### src/rtl/alu_operand_wb_stage.sv
// alu_operand_wb_stage: operand fetch, ALU drive and writeback around a 16-bit combinational ALU
module alu_operand_wb_stage #(
  parameter int WIDTH = 16,
  parameter int REGS  = 16
) (
  input  logic             clk,
  input  logic             reset,
  input  logic             in_valid,
  output logic             in_ready,
  input  logic [15:0]      instr,
  output logic [WIDTH-1:0] alu_a,
  output logic [WIDTH-1:0] alu_b,
  output logic             alu_cin,
  output logic [7:0]       alu_op,
  output logic [3:0]       alu_immlo,
  input  logic [WIDTH-1:0] alu_result,
  input  logic [4:0]       alu_flags,
  output logic [4:0]       psr,
  output logic             wb_done,
  output logic             illegal,
  input  logic [3:0]       dbg_addr,
  output logic [WIDTH-1:0] dbg_data
);
  typedef enum logic [1:0] {IDLE, EXEC, WB} state_t;
  state_t           state;
  logic [WIDTH-1:0] regs [REGS];
  logic [3:0]       rdest;
  logic [WIDTH-1:0] res_q;
  logic [4:0]       flg_q;
  logic [3:0]       op, code;
  logic [WIDTH-1:0] opb;
  logic             accept, legal, wr_en, psr_en;
  // Decode the incoming word into the normalized code and the B operand
  always_comb begin
    op     = instr[15:12];
    code   = op == 4'h0 ? instr[7:4] : op;
    opb    = op == 4'h0 ? regs[instr[3:0]] :
             (op == 4'h5 || op == 4'h9 || op == 4'hB || op == 4'hD) ? {{(WIDTH-8){instr[7]}}, instr[7:0]} :
             {{(WIDTH-8){1'b0}}, instr[7:0]};
    accept = in_valid && state == IDLE;
    legal  = alu_op[3:0] inside {4'h1, 4'h2, 4'h3, 4'h5, 4'h9, 4'hB, 4'hD};
    wr_en  = state == WB && legal && alu_op[3:0] != 4'hB;
    psr_en = state == WB && alu_op[3:0] inside {4'h5, 4'h9, 4'hB};
  end
  assign in_ready = state == IDLE;
  assign dbg_data = regs[dbg_addr];
  // Sequencer, operand latches, result capture and writeback
  always_ff @(posedge clk or negedge reset) begin
    if (!reset) begin
      state     <= IDLE;
      for (int i = 0; i < REGS; i++) regs[i] <= '0;
      psr       <= '0;
      alu_a     <= '0;
      alu_b     <= '0;
      alu_op    <= '0;
      alu_immlo <= '0;
      alu_cin   <= 1'b0;
      rdest     <= '0;
      res_q     <= '0;
      flg_q     <= '0;
      wb_done   <= 1'b0;
      illegal   <= 1'b0;
    end else begin
      state   <= accept ? EXEC : state == EXEC ? WB : IDLE;
      wb_done <= state == EXEC;
      illegal <= state == EXEC && !legal;
      if (accept) begin
        alu_a     <= regs[instr[11:8]];
        alu_b     <= opb;
        alu_op    <= {4'b0000, code};
        alu_immlo <= instr[3:0];
        alu_cin   <= psr[4];
        rdest     <= instr[11:8];
      end
      if (state == EXEC) begin
        res_q <= alu_result;
        flg_q <= alu_flags;
      end
      if (wr_en) regs[rdest] <= res_q;
      if (psr_en) psr <= flg_q;
    end
  end
endmodule

### config.mk
export PLATFORM = sky130hd
export DESIGN_NAME = alu_operand_wb_stage
export DESIGN_NICKNAME = d
export VERILOG_FILES = /design/src/rtl/alu_operand_wb_stage.sv
export SDC_FILE = /design/constraint.sdc
export NUM_CORES = 1
export LEC_CHECK = 0
export ABC_AREA = 1
export CAP_MARGIN = 10
export CORE_MARGIN = 3
export CORE_UTILIZATION = 35
export CTS_CLUSTER_SIZE = 8
export DETAILED_ROUTE_END_ITERATION = 8
export PLACE_DENSITY = 0.55
export SYNTH_ARGS = -nofsm -noshare
export SYNTH_HDL_FRONTEND = slang
export SYNTH_SLANG_ARGS = --single-unit
### constraint.sdc
create_clock -name clk -period 4.39 [get_ports clk]
set_input_delay 1.317 -clock clk [delete_from_list [all_inputs] [get_ports clk]]
set_output_delay 1.317 -clock clk [all_outputs]
set_load 0.05 [all_outputs]
==> flow_summary.toml <==
[cells_and_area]
syn_to_final_growth_pct = 15.1
num-fill-cells = 5542
mostFrequentLayoutCells = "nand2_1, o21ai_0, dfrtp_1"
fin_cells = 3372
drive_above_1_share_pct = 6.13
layout_commonest_cell = "nand2_1"
nets = 2716
final_area_sq_um = 22200
antennaDiodeCount = 0

[routing]
ant_nets = 0
wl_um = 75000
post_drt_via_cell_ratio = 5.81
post_drt_wl_per_cell_um = 22.2
dr.pass1.iters = 6
vias = 19590
drc = 0
drtIter0Drc = 2284

[logic_synthesis]
synthArstFlopShare_pct = 100
synth_seq_area_share_pct = 42.7
avgSynthCellArea_sq_um = 7.20
ys_warn_count = 0
ys_types = 32
synth-main-ff-cell = "dfrtp_1"
ys_ff_latch = 330
netlist_instances = 2682
synth_area_sq_um = 19300
synth_edf_count = 0

[place]
dpl-instance-area_sq_um = 21000
port_buffers = 108
place_hpwl_um = 44800
numPlacedInstances = 3319
gp_congestion = 0.882

[floorplan]
fp.dieH_um = 241
rows = 85
ioPinCount = 113
core_area_sq_um = 54200
start_util_pct = 35.6
dieArea_sq_um = 58100
die_w_um = 241

[clocking]
cts_buffer_depth = 3
ctsHtreeMaxLevel = 2
ctsHoldBuffers = 0
cts_buffers = 47
cts_resized = 0
clkSinkCount = 330
root_buffer = "clkbuf_16"
cts.clk_slew.worst_paths_ns = 0.05
cts_tree = "yes"
worstSkewPairLatency_ns = 0.58
cts_setup_buffers = 0

[timing]
clock_skew_ns = 0.0187
maxSlewViolCount = 0
max_clock_freq_mhz = 244
finalHoldViolations = 0
slew_headroom_pct = 35.9
tightest_slew_ns = 0.959
period_share_pct = 93.2
rsz0062_at_grt = "false"
final-setup-viol-count = 0
min_period_ns = 4.09
setup_tns_ns = 0

[worst_setup_path]
crit_type = "in2out"
critPathCapture = "dbg_data[10]"
reg2reg_slack_ns = 1.68
reg2reg_depth = 5
endpoint_kind = "output port"
crit-reg2reg-launch = "state[0]$_DFF_PN0_"
crit_start = "dbg_addr[0]"
arrival_ns = 2.77
cp.required_ns = 3.07
startpoint_type = "primary input"
cp_max_fo = 56
reg2reg_to = "regs[102]$_DFFE_PN0P_"

[global_route]
met2_usage_pct = 38.8
gr-max-usage-layer = "met2"
global_route.usage.met1_pct = 34.5
antenna_found_initial = 1
grt_pass1_wl_um = 113000
grt_use_met3_pct = 5.38
overflow = 0
grt_max_degree = 91
first_global_vias = 18271
grt.total_usage_pct = 25.5

[min_path]
min_path_type = "reg2reg"
worst_hold_startpoint = "alu_cin$_DFFE_PN0P_"

[outcome]
status = "complete, no violations"

[power]
power_leakage_uw = 0.00938
powerDensity_nw_per_um2 = 509
worst_ir_drop_vdd_v = 0.000265

[flow_run]
maxCapViolations = 0
==> power breakdown <==
group,switching (uW),internal [uW],leakage [uW]
Combinational,2310,1130,0.00435
Clock,1350,1970,0.000619
Sequential,717,3830,0.00441
==> layout make-up <==
class	instances	area (sq um)	share of cell area, %
Clock buffer	50	1210	5.43
Clock inverter	3	55.1	0.247
Inverter	163	614	2.76
Multi-Input combinational cell	1959	9380	42.1
Sequential cell	330	8260	37.1
Tap cell	696	871	3.91
Timing Repair Buffer	171	1870	8.39
==> Yosys cell counts (4+ instances only) <==
master	n	area, sq um
o21ai_0	412	2060
nand2_1	741	2780
or2_2	7	43.8
clkinv_1	5	18.8
nand3_1	303	1520
a21oi_1	156	781
buf_2	55	275
o211ai_1	148	1110
o22ai_1	5	31.3
buf_6	15	169
inv_1	158	593
a31oi_1	4	25.0
dfrtp_1	330	8260
o221ai_1	12	105
nand3_4	10	175
buf_1	34	128
o21ai_1	52	260
clkbuf_1	122	458
buf_4	4	30.0
nor2_1	97	364
==> critical path: stages <==
cell and delay [ns]:
buf_6 0.20, buf_12 0.23, buf_12 0.24, a21oi_1 0.10, o21ai_0 0.08, nand3_1 0.08
nand3_1 0.13, nand2_1 0.14, buf_12 0.18
==> through the flow <==
stage / power [uW] / setup slack, ns / util, % / hold WS, ns
2_1_floorplan: 6720 / 0.505 / - / 0.453
3_3_place_gp: 7920 / 0.355 / 38.7 / 0.465
3_5_place_dp: 8000 / 0.368 / 38.7 / 0.472
4_1_cts: 11400 / 0.356 / 41.0 / 0.486
5_1_grt: 12000 / 0.180 / 41.0 / 0.499
6_report: 11300 / 0.300 / 41.0 / 0.476
==> flip-flops by register name, indices dropped and copies added (netlist names) <==
| signal | count |
|---|---|
| flg_q | 5 |
| alu_b | 16 |
| alu_a | 16 |
| regs | 256 |
| alu_immlo | 4 |
| res_q | 16 |
| state | 2 |
| alu_op | 4 |
| illegal | 1 |
| psr | 5 |
| rdest | 4 |
| alu_cin | 1 |
==> kinds of logic (layout without fill, tap and decap cells) <==
kind of cell,count (synthesis),in the layout,synth area share [%]
DFF,330,330,42.7
and+or+nand+nor,1160,1160,25.3
buffers and inverters,396,387,8.85
AOI/OAI and AO/OA,794,794,23.0
xor gates and xnor gates,1,1,0.0453
other,1,4,0.0194
==> metal layers <==
metal / vias up / routed length, um
met5: - / 13
met4: 2 / 3600
met3: 226 / 7220
met2: 1028 / 32300
met1: 9334 / 31900
li1: 9000 / -
==> worst min-delay path by stage <==
stage / endpoint / slack [ns] / depth (start not counted)
finish: alu_cin$_DFFE_PN0P_ / 0.48 / 2
global route: alu_b[2]$_DFFE_PN0P_ / 0.50 / 2
CTS: alu_b[2]$_DFFE_PN0P_ / 0.49 / 2
detailed placement: alu_b[2]$_DFFE_PN0P_ / 0.47 / 2
global placement: alu_immlo[3]$_DFFE_PN0P_ / 0.47 / 2
floorplan: regs[102]$_DFFE_PN0P_ / 0.45 / 2
Note: power is estimated with default switching activity, not from simulation.
